--- src/rtl/se_acc.sv ---
// se_acc: per-entry signed partial-sum accumulator with forwarding,
// self-clearing buffer and valid/ready output. Optional macro: SE_SAT_EN.
// Ports: clk, rst_n | in_valid/in_ready/in_op/in_addr/in_data (beat in)
//        out_valid/out_ready/out_addr/out_data (sum out) | busy, ovf.
module se_acc #(
  parameter int DW    = 16,
  parameter int SW    = 32,
  parameter int DEPTH = 16,
  localparam int AW   = $clog2(DEPTH)
) (
  input  logic          clk,
  input  logic          rst_n,
  input  logic          in_valid,
  output logic          in_ready,
  input  logic [1:0]    in_op,
  input  logic [AW-1:0] in_addr,
  input  logic [DW-1:0] in_data,
  output logic          out_valid,
  input  logic          out_ready,
  output logic [AW-1:0] out_addr,
  output logic [SW-1:0] out_data,
  output logic          busy,
  output logic          ovf
);

  localparam logic [1:0] OP_LOAD  = 2'b01;
  localparam logic [1:0] OP_ACC   = 2'b10;
  localparam logic [1:0] OP_DRAIN = 2'b11;

  typedef enum logic {S_CLEAR, S_RUN} state_e;

  state_e        state_q;
  logic [AW-1:0] cnt_q;

  logic [SW-1:0] mem_q [DEPTH];

  logic          s1_v_q;
  logic [1:0]    s1_op_q;
  logic [AW-1:0] s1_addr_q;
  logic [SW-1:0] s1_data_q;
  logic [SW-1:0] s1_opnd_q;

  logic          out_valid_q;
  logic [AW-1:0] out_addr_q;
  logic [SW-1:0] out_data_q;
  logic          ovf_q;

  logic                 adv;
  logic                 exe;
  logic signed [DW-1:0] in_s;
  logic [SW-1:0]        in_sx;
  logic [SW-1:0]        res;
  logic                 clamp;
  logic                 wr_en;
  logic [AW-1:0]        wr_addr;
  logic [SW-1:0]        wr_data;
  logic                 is_drain;
  logic                 sat_hit;
  logic [SW-1:0]        opnd_d;

  // Whole pipeline advances only when the output slot is free.
  assign adv      = (state_q == S_RUN) && (!out_valid_q || out_ready);
  assign exe      = adv && s1_v_q;
  assign in_ready = adv;
  assign busy     = (state_q == S_CLEAR);

  assign in_s  = in_data;
  assign in_sx = SW'(in_s);

`ifdef SE_SAT_EN
  logic [SW:0] sum_w;
  assign sum_w = {s1_opnd_q[SW-1], s1_opnd_q}
               + {s1_data_q[SW-1], s1_data_q};
  // Top two bits disagree: result left the SW-bit range.
  assign clamp = sum_w[SW] ^ sum_w[SW-1];
  always_comb begin
    res = sum_w[SW-1:0];
    if (clamp) begin
      res = sum_w[SW] ? {1'b1, {(SW-1){1'b0}}}
                      : {1'b0, {(SW-1){1'b1}}};
    end
  end
`else
  assign res   = s1_opnd_q + s1_data_q;
  assign clamp = 1'b0;
`endif

  always_comb begin
    wr_en    = 1'b0;
    wr_addr  = s1_addr_q;
    wr_data  = '0;
    is_drain = 1'b0;
    sat_hit  = 1'b0;
    if (state_q == S_CLEAR) begin
      wr_en   = 1'b1;
      wr_addr = cnt_q;
    end else if (exe) begin
      unique case (s1_op_q)
        OP_LOAD: begin
          wr_en   = 1'b1;
          wr_data = s1_data_q;
        end
        OP_ACC: begin
          wr_en   = 1'b1;
          wr_data = res;
          sat_hit = clamp;
        end
        OP_DRAIN: begin
          wr_en    = 1'b1;
          is_drain = 1'b1;
          sat_hit  = clamp;
        end
        default: ;
      endcase
    end
  end

  // Operand captured at accept sees the write retiring on the same edge.
  assign opnd_d = (wr_en && wr_addr == in_addr) ? wr_data
                                                : mem_q[in_addr];

  always_ff @(posedge clk) begin
    if (wr_en) mem_q[wr_addr] <= wr_data;
  end

  always_ff @(posedge clk or negedge rst_n) begin
    if (!rst_n) begin
      state_q     <= S_CLEAR;
      cnt_q       <= '0;
      s1_v_q      <= 1'b0;
      s1_op_q     <= '0;
      s1_addr_q   <= '0;
      s1_data_q   <= '0;
      s1_opnd_q   <= '0;
      out_valid_q <= 1'b0;
      out_addr_q  <= '0;
      out_data_q  <= '0;
      ovf_q       <= 1'b0;
    end else begin
      unique case (state_q)
        S_CLEAR: begin
          cnt_q <= cnt_q + AW'(1);
          if (cnt_q == AW'(DEPTH - 1)) state_q <= S_RUN;
        end
        default: ;
      endcase
      if (adv) begin
        s1_v_q <= in_valid;
        if (in_valid) begin
          s1_op_q   <= in_op;
          s1_addr_q <= in_addr;
          s1_data_q <= in_sx;
          s1_opnd_q <= opnd_d;
        end
      end
      if (is_drain) begin
        out_valid_q <= 1'b1;
        out_addr_q  <= s1_addr_q;
        out_data_q  <= res;
      end else if (out_ready) begin
        out_valid_q <= 1'b0;
      end
      if (sat_hit) ovf_q <= 1'b1;
    end
  end

  assign out_valid = out_valid_q;
  assign out_addr  = out_addr_q;
  assign out_data  = out_data_q;
`ifdef SE_SAT_EN
  assign ovf = ovf_q;
`else
  assign ovf = 1'b0;
`endif

endmodule

--- config.mk ---
export PLATFORM = sky130hd
export DESIGN_NAME = se_acc
export DESIGN_NICKNAME = d
export VERILOG_FILES = /design/src/rtl/se_acc.sv
export SDC_FILE = /design/constraint.sdc
export NUM_CORES = 1
export LEC_CHECK = 0
export ABC_CLOCK_PERIOD_IN_PS = 4950
export BUFFER_PORTS_ARGS = -buffer_cell sky130_fd_sc_hd__buf_4
export CORE_MARGIN = 8
export CORE_UTILIZATION = 45
export DETAILED_ROUTE_END_ITERATION = 6
export PLACE_DENSITY_LB_ADDON = 0.3
export SYNTH_ARGS = -nofsm -noshare
export SYNTH_HDL_FRONTEND = slang
export SYNTH_SLANG_ARGS = --single-unit
--- constraint.sdc ---
create_clock -name clk -period 4.95 [get_ports clk]
set_clock_uncertainty 0.1 [all_clocks]
set_input_delay 0.2475 -clock clk [delete_from_list [all_inputs] [get_ports clk]]
set_output_delay 0.2475 -clock clk [all_outputs]
set_load 0.1 [all_outputs]
==> results of run 1 <==
[final cells by class]
cell class,count,area share
flip-flops and latches,609,0.615
multi-input cells,722,0.251
clock buffers,69,0.0509
repair buffers,135,0.0379
well taps,756,0.0327
clock inverters,34,0.0110
inverters,10,0.00130
[registers in the layout (all words and copies together) (netlist names)]
name	cells
out_data	32
cnt_q	4
s1_v_q	1
s1_addr_q	4
s1_op_q	2
s1_data_q	16
out_valid	1
s1_opnd_q	32
mem_q	512
state_q	1
out_addr	4
[power breakdown]
group	switching [W]	leakage, nW	internal [W]
clock	0.00182	0.880	0.00242
combinational	0.00220	3.43	0.000830
sequential	0.000161	5.86	0.00594
[synth_stat cells (8+ instances only)]
cell type	n
sky130_fd_sc_hd__mux2i_1	20
sky130_fd_sc_hd__a21oi_1	47
sky130_fd_sc_hd__a21o_1	12
sky130_fd_sc_hd__mux2_2	22
sky130_fd_sc_hd__nor2_1	51
sky130_fd_sc_hd__buf_2	17
sky130_fd_sc_hd__and3_1	8
sky130_fd_sc_hd__inv_1	10
sky130_fd_sc_hd__mux4_2	160
sky130_fd_sc_hd__ha_1	36
sky130_fd_sc_hd__dfrtp_1	97
sky130_fd_sc_hd__nand2_1	147
sky130_fd_sc_hd__edfxtp_1	512
sky130_fd_sc_hd__a22oi_1	13
sky130_fd_sc_hd__nand3_1	10
sky130_fd_sc_hd__o21ai_0	68
sky130_fd_sc_hd__xnor2_1	17
sky130_fd_sc_hd__nor3_1	13
sky130_fd_sc_hd__clkbuf_1	53
sky130_fd_sc_hd__xor2_1	21
[through the flow]
| step | utilization | power [W] | setup slack [ns] | area, µm² | cells |
|---|---|---|---|---|---|
| finish | 0.517 | 0.0134 | 1.10 | 28900 | 2335 |
| global placement | 0.481 | 0.00919 | 1.21 | 26900 | 2211 |
| floorplan | - | 0.00839 | 0.258 | 25300 | 1418 |
| CTS | 0.517 | 0.0135 | 1.12 | 28900 | 2335 |
| detailed placement | 0.481 | 0.00923 | 1.14 | 26900 | 2211 |
| global route | 0.517 | 0.0139 | 0.846 | 28900 | 2335 |
[cell families (layout without fill, tap and decap cells)]
family	Yosys count	after routing	share of synthesized area
other cells	1	1	0.000148
compound gates	181	181	0.0445
mux	202	202	0.160
xor+xnor	38	38	0.0132
fa+ha+maj	37	37	0.0186
simple gates	263	263	0.0450
flops	609	609	0.704
buf+inv	87	248	0.0139
[worst min path at each step]
stage                    to  slack [ns]  cells past startpoint
3_3_place_gp   out_data[30]        0.16                      1
2_1_floorplan      cnt_q[0]       -0.15                      0
6_report       out_data[30]        0.08                      2
5_1_grt          s1_op_q[1]        0.11                      2
3_5_place_dp   out_data[30]        0.17                      1
4_1_cts        out_data[30]        0.05                      2
[routing by layer]
metal | wire length (µm) | vias up
li1 | - | 5858
met1 | 24600 | 6951
met2 | 27500 | 453
met3 | 4040 | 75
met4 | 1090 | 0
met5 | 0 | -
==> reports/qor.tcl, run 1 <==
set qor(worst-setup-path-type) {flip-flop to flip-flop}
set qor(max_freq_ghz) 0.260
set qor(row_count) 87
set qor(critPathSlowestCell) {sky130_fd_sc_hd__a221oi_2}
set qor(viasPerCell) 5.71
set qor(cellPowerDensity_nw_per_um2) 462
set qor(cts_resized) 0
set qor(clock_tree_buffer_depth) 3
set qor(start_util) 0.452
set qor(core-area_um2) 56000
set qor(post_route_cells_drive_above_1_share) 0.257
set qor(worst-endpoint-arrival_ns) 4.07
set qor(startpoint_type) {flip-flop}
set qor(cts.hold.buffers_added) 21
set qor(period_minus_slack_ns) 3.85
set qor(ys_types) 51
set qor(fin_nets) 1598
set qor(insertion_delay_ns) 0.61
set qor(synth_area_leaders) {sky130_fd_sc_hd__edfxtp_1, sky130_fd_sc_hd__mux4_2, sky130_fd_sc_hd__dfrtp_1, sky130_fd_sc_hd__nand2_1, sky130_fd_sc_hd__ha_1}
set qor(flow.area_growth_from_synthesis_pct) 14.4
set qor(post_cts_setup_repair_bufs) 0
set qor(placement.io_buffers) 64
set qor(grt_max_degree) 74
set qor(tritoncts_clock_tree) {done}
set qor(synth.avg_cell_area_um2) 17.8
set qor(gr-max-usage-layer) {met2}
set qor(antenna_found_initial) 0
set qor(n_fill_cell) 4495
set qor(route.final.wire_length_mm) 57.2
set qor(drtAntennaViolNets) 0
set qor(finalCritPeriodShare) 0.777
set qor(setup_tns_ns) 0
set qor(regToRegSetupSlack_ns) 1.10
set qor(worstSetupPathDepth) 11
set qor(synth_fp_nets) 1481
set qor(hold_viol_final) 0
set qor(final-max-slew-violation-count) 0
set qor(timing.critical_path.required_ns) 5.18
set qor(crit_path_max_incr_delay_ns) 0.43
set qor(cell_area_after_synthesis_um2) 25300
set qor(drt_iter0_drc) 1209
set qor(crit_path_max_fanout) 16
set qor(cap_viol_max_count) 0
set qor(end_kind) {flip-flop}
set qor(gr-total-overflow) 0
set qor(holdWs_ns) 0.0821
set qor(final_setup_violation_count) 0
set qor(synth_edf_count) 512
set qor(yosysTopAreaCell) {sky130_fd_sc_hd__edfxtp_1}
set qor(relSlewSlack) 0.299
set qor(leakagePower_nw) 10.2
set qor(cts.sinks) 609
set qor(final_cell_mix) {sky130_fd_sc_hd__edfxtp_1, sky130_fd_sc_hd__mux4_2, sky130_fd_sc_hd__nand2_1}
set qor(drtPass1Iterations) 5
set qor(dp_hpwl_mm) 35.4
set qor(synth-main-ff-cell) {sky130_fd_sc_hd__edfxtp_1}
set qor(first_pass_grt_wire_length_mm) 87.3
set qor(cp_buf_inv_count) 0
set qor(place.gp.congestion) 0.788
set qor(outcome) {finished, final reports clean}
set qor(grt.total_usage) 0.181
set qor(htree_levels) 2
set qor(rsz0062_at_grt) {false}
set qor(globalRouteMet2Util) 0.294
set qor(vias) 13300
set qor(grt_pass1_vias) 13700
set qor(multi_input_area_um2) 7250
set qor(max_slew.worst_pin.slew_ns) 1.05
set qor(worst_hold_path_type) {input pin to asynchronous set/reset pin}
set qor(io_pins) 66
set qor(routedWlPerCell_um) 24.5
set qor(synth_cells) 1418
set qor(synth_top_area_share) 0.608
set qor(clk_root_buffer_cell) {sky130_fd_sc_hd__clkbuf_16}
set qor(max-vdd-ir-drop_mv) 0.507
set qor(ys_seq_elements) 609
set qor(critPathLaunch) {s1_data_q[0]}
set qor(synth.yosys.warnings) 0
set qor(die-width_um) 253
set qor(r2r.worst_path.cells) 11
set qor(numCtsBuffers) 57
set qor(layout_commonest_cell) {sky130_fd_sc_hd__edfxtp_1}
set qor(clkTransAtPathRegs_ns) 0.06
set qor(critical_path.reg2reg.startpoint) {s1_data_q[0]}
set qor(layout.area.seq_um2) 17800
set qor(crit_chain) {ha_1, fa_1, a21o_1, a221oi_2, a2bb2oi_2, nand2_1, a31o_2, a221oi_2, xor2_1, or2_2, nand2_1}
set qor(grt.met3_usage) 0.0353
set qor(crit_end) {mem_q[10][30]}
set qor(diodes) 0
set qor(postSynth.asyncResetShare) 0.159
set qor(r2r_end) {mem_q[10][30]}
set qor(use_met1) 0.254
set qor(critical-path-top-delay-family) {compound AO/OA/AOI/OAI gates}
set qor(chipHeight_um) 253
set qor(die_area_um2) 64000
set qor(remaining_drc_errors) 0
set qor(seq_area_frac_synth) 0.704
No activity file was read; power rests on OpenSTA's default activity.
==> inputs of run 2 (changes only) <==
- ABC_AREA: default -> 1
- ABC_CLOCK_PERIOD_IN_PS: 4950 -> 4000
- clock period: 4.95 -> 4 ns (I/O delays scaled with it)
==> run 2 against run 1 <==
  * Sequential share of layout area fell by 2.4 points
  * Design area rose by 4.1%
  * Critical path type unchanged
  * Largest power group unchanged
  * Clock-buffer cell count increased by 4
  * Sequential cell count stayed put
  * Die area rose by 5.3%
  * Fmax up 21%
  * Sequential power up 23%
==> reports/qor.tcl, run 2 <==
set qor(multi_input_area_um2) 7760 ;# was 7250 µm²
set qor(use_met1) 0.283 ;# was 0.254
set qor(grt.met3_usage) 0.0308 ;# was 0.0353
set qor(relSlewSlack) 0.353 ;# was 0.299
set qor(synth.yosys.warnings) 0 ;# unchanged
set qor(max_slew.worst_pin.slew_ns) 0.969 ;# was 1.05 ns
set qor(synth_fp_nets) 2579 ;# was 1481
set qor(post_synth_fa_ha_maj_area_fraction) 0.0176 ;# was 0.0186
set qor(placement.io_buffers) 64 ;# unchanged
set qor(setup_tns_ns) 0 ;# unchanged
set qor(synth_most_common_cell) {sky130_fd_sc_hd__nand2_1} ;# was sky130_fd_sc_hd__edfxtp_1
set qor(final-max-slew-violation-count) 0 ;# unchanged
set qor(layout_commonest_cell) {sky130_fd_sc_hd__nand2_1} ;# was sky130_fd_sc_hd__edfxtp_1
set qor(synth_top_family_by_area) {simple AND/OR/NAND/NOR gates} ;# was multiplexers
set qor(insertion_delay_ns) 0.64 ;# was 0.61 ns
set qor(post_synth_xor_area_fraction) 0.00623 ;# was 0.0132
set qor(place.gp.congestion) 0.941 ;# was 0.788
set qor(synth_area_leaders) {sky130_fd_sc_hd__edfxtp_1, sky130_fd_sc_hd__dfrtp_1, sky130_fd_sc_hd__nand2_1, sky130_fd_sc_hd__o21ai_0, sky130_fd_sc_hd__nor2_1} ;# was sky130_fd_sc_hd__edfxtp_1, sky130_fd_sc_hd__mux4_2, sky130_fd_sc_hd__dfrtp_1, sky130_fd_sc_hd__nand2_1, sky130_fd_sc_hd__ha_1
set qor(n_fill_cell) 5126 ;# was 4495
set qor(row_count) 89 ;# was 87
set qor(gr-total-overflow) 0 ;# unchanged
set qor(leakagePower_nw) 11.7 ;# was 10.2 nW
set qor(startpoint_type) {flip-flop} ;# unchanged
set qor(cts.sinks) 609 ;# unchanged
set qor(registers.top_by_ff_count) {mem_q} ;# unchanged
set qor(regToRegSetupSlack_ns) 0.83 ;# was 1.10 ns
set qor(cellPowerDensity_nw_per_um2) 549 ;# was 462 nW/µm²
set qor(outcome) {finished, final reports clean} ;# unchanged
set qor(worst_hold_path_type) {input pin to flip-flop} ;# was input pin to asynchronous set/reset pin
set qor(antenna_found_initial) 1 ;# was 0
set qor(fin_nets) 2628 ;# was 1598
set qor(dp_hpwl_mm) 42.0 ;# was 35.4 mm
set qor(final_setup_violation_count) 0 ;# unchanged
set qor(post_route_cells_drive_above_1_share) 0.0819 ;# was 0.257
set qor(first_pass_grt_wire_length_mm) 110 ;# was 87.3 mm
set qor(grt_max_degree) 100 ;# was 74
set qor(tritoncts_clock_tree) {done} ;# unchanged
set qor(synth.avg_cell_area_um2) 10.6 ;# was 17.8 µm²
set qor(number_of_cells_on_the_worst_hold_path) 6
set qor(clk_root_buffer_cell) {sky130_fd_sc_hd__clkbuf_16} ;# unchanged
set qor(worst-endpoint-arrival_ns) 3.43 ;# was 4.07 ns
set qor(end_kind) {flip-flop} ;# unchanged
set qor(flow.area_growth_from_synthesis_pct) 12.7 ;# was 14.4%
set qor(drtAntennaViolNets) 0 ;# unchanged
set qor(hold_viol_final) 0 ;# unchanged
set qor(whs_endpoint) {s1_opnd_q[20]}
set qor(ys_seq_elements) 609 ;# unchanged
set qor(postSynth.asyncResetShare) 0.159 ;# unchanged
set qor(io_pins) 66 ;# unchanged
set qor(cell_area_after_synthesis_um2) 26700 ;# was 25300 µm²
set qor(synth_top_area_share) 0.576 ;# was 0.608
set qor(yosysTopAreaCell) {sky130_fd_sc_hd__edfxtp_1} ;# unchanged
set qor(finalCritPeriodShare) 0.794 ;# was 0.777
set qor(die-width_um) 260 ;# was 253 µm
set qor(seq_area_frac_synth) 0.666 ;# was 0.704
set qor(synth_edf_count) 512 ;# unchanged
set qor(htree_levels) 2 ;# unchanged
set qor(globalRouteMet2Util) 0.348 ;# was 0.294
set qor(max-vdd-ir-drop_mv) 0.793 ;# was 0.507 mV
set qor(area_fraction_in_compound_gates_after_synthesis) 0.115 ;# was 0.0445
set qor(max_freq_ghz) 0.315 ;# was 0.260 GHz
set qor(final_cell_mix) {sky130_fd_sc_hd__nand2_1, sky130_fd_sc_hd__edfxtp_1, sky130_fd_sc_hd__nor2_1} ;# was sky130_fd_sc_hd__edfxtp_1, sky130_fd_sc_hd__mux4_2, sky130_fd_sc_hd__nand2_1
set qor(rsz0062_at_grt) {false} ;# unchanged
set qor(drt_iter0_drc) 1943 ;# was 1209
set qor(layout.area.seq_um2) 17800 ;# unchanged
set qor(critPathLaunch) {s1_data_q[15]} ;# was s1_data_q[0]
set qor(critical_path.reg2reg.startpoint) {s1_data_q[15]} ;# was s1_data_q[0]
set qor(remaining_drc_errors) 0 ;# unchanged
set qor(design_power_total_w) 0.0165 ;# was 0.0134 W
set qor(r2r.worst_path.cells) 11 ;# unchanged
set qor(post_cts_setup_repair_bufs) 0 ;# unchanged
set qor(yosys-top-cells-count) {sky130_fd_sc_hd__nand2_1, sky130_fd_sc_hd__edfxtp_1, sky130_fd_sc_hd__nor2_1} ;# was sky130_fd_sc_hd__edfxtp_1, sky130_fd_sc_hd__mux4_2, sky130_fd_sc_hd__nand2_1
set qor(vias) 19200 ;# was 13300
set qor(worst-setup-path-type) {flip-flop to flip-flop} ;# unchanged
set qor(timing.critical_path.required_ns) 4.25 ;# was 5.18 ns
set qor(synth-main-ff-cell) {sky130_fd_sc_hd__edfxtp_1} ;# unchanged
set qor(r2r_end) {mem_q[11][24]} ;# was mem_q[10][30]
set qor(route.final.wire_length_mm) 71.6 ;# was 57.2 mm
set qor(cap_viol_max_count) 0 ;# unchanged
set qor(synthSimpleGateAreaFrac) 0.147 ;# was 0.0450
set qor(largest_register_ffs) 512 ;# unchanged
set qor(chipHeight_um) 260 ;# was 253 µm
set qor(min-delay-start) {in_addr[2]}
set qor(die_area_um2) 67400 ;# was 64000 µm²
set qor(numCtsBuffers) 58 ;# was 57
set qor(synth_cells) 2516 ;# was 1418
set qor(diodes) 0 ;# unchanged
set qor(clkTransAtPathRegs_ns) 0.06 ;# about the same
set qor(routedWlPerCell_um) 21.2 ;# was 24.5 µm
set qor(viasPerCell) 5.67 ;# was 5.71
set qor(ys_types) 35 ;# was 51
set qor(post_synth_mux_area_share) 0 ;# was 0.160
set qor(core-area_um2) 58900 ;# was 56000 µm²
set qor(grt_pass1_vias) 18800 ;# was 13700
set qor(gr-max-usage-layer) {met2} ;# unchanged
set qor(crit_path_max_fanout) 19 ;# was 16
set qor(clock_tree_buffer_depth) 3 ;# unchanged
set qor(drtPass1Iterations) 6 ;# was 5
set qor(grt.total_usage) 0.209 ;# was 0.181
set qor(start_util) 0.453 ;# was 0.452
set qor(period_minus_slack_ns) 3.17 ;# was 3.85 ns
[run 2: cell count changes after synthesis, sizes merged, moves of 67 or more]
cell	delta
inv	+172
nand3	+101
o21ai	+255
nand2	+370
o22ai	+67
nor2	+304
o221ai	+68
mux4	-160
[run 2: critical path, cell delays in order (launching register included)]
cell,delay (ns)
sky130_fd_sc_hd__dfrtp_1,0.65
sky130_fd_sc_hd__ha_1,0.51
sky130_fd_sc_hd__nand2_1,0.10
sky130_fd_sc_hd__inv_1,0.08
sky130_fd_sc_hd__nand2_1,0.11
sky130_fd_sc_hd__nor3_1,0.30
sky130_fd_sc_hd__nand3_1,0.20
sky130_fd_sc_hd__nand4_1,0.16
sky130_fd_sc_hd__nand3_1,0.08
sky130_fd_sc_hd__nand2_1,0.08
sky130_fd_sc_hd__nand2_1,0.13
sky130_fd_sc_hd__inv_1,0.42
[run 2: repair_timing]
| item | CTS | global route |
|---|---|---|
| gates resized for setup | 0 | 0 |
| hold buffers | 20 | 0 |
| endpoints found under the hold margin | 92 | 0 |
[run 2: worst max-delay path by stage]
stage,endpoint,slack [ns]
final,mem_q[11][24],0.83
after global routing,mem_q[0][28],0.55
after CTS,mem_q[11][24],0.82
after detailed placement,mem_q[15][24],0.85
after global placement,mem_q[1][30],0.92
after floorplan,mem_q[0][0],0.64
[run 2: power by group]
part           switching (W)  total, W  internal (W)
Clock                0.00235   0.00516       0.00281
Combinational        0.00296   0.00385      0.000890
Sequential          0.000197   0.00752       0.00732
[run 2: logic make-up (layout without fill, tap and decap cells)]
kind of cell               after synthesis  in the layout
other                                    1              1
xor gates and xnor gates                19             19
adders and majority gates               37             37
AOI/OAI and AO/OA                      530            530
buffers and inverters                  322            418
and+or+nand+nor                        998            998
DFF                                    609            609
[run 2: area by class of cell]
class,count,area share
clock buffers,73,0.0501
clock inverters,34,0.00910
inverters,183,0.0230
multi-input cells,1585,0.258
flip-flops and latches,609,0.591
well taps,773,0.0321
repair buffers,128,0.0366
[run 2: layer usage]
metal  vias up  share of wire
li1       8860              -
met1      9376           0.42
met2       825           0.47
met3       143          0.078
met4         2          0.027
met5         -        0.00018
[run 2: through the flow]
step,hold WS [ns],utilization,area (µm²),worst slack (ns),cells
floorplan,-0.196,-,26700,0.643,2516
global placement,0.292,0.477,28100,0.921,3258
detailed placement,0.305,0.477,28100,0.847,3258
CTS,0.0646,0.511,30100,0.824,3385
global route,0.116,0.511,30100,0.545,3385
finish,0.0969,0.511,30100,0.826,3385
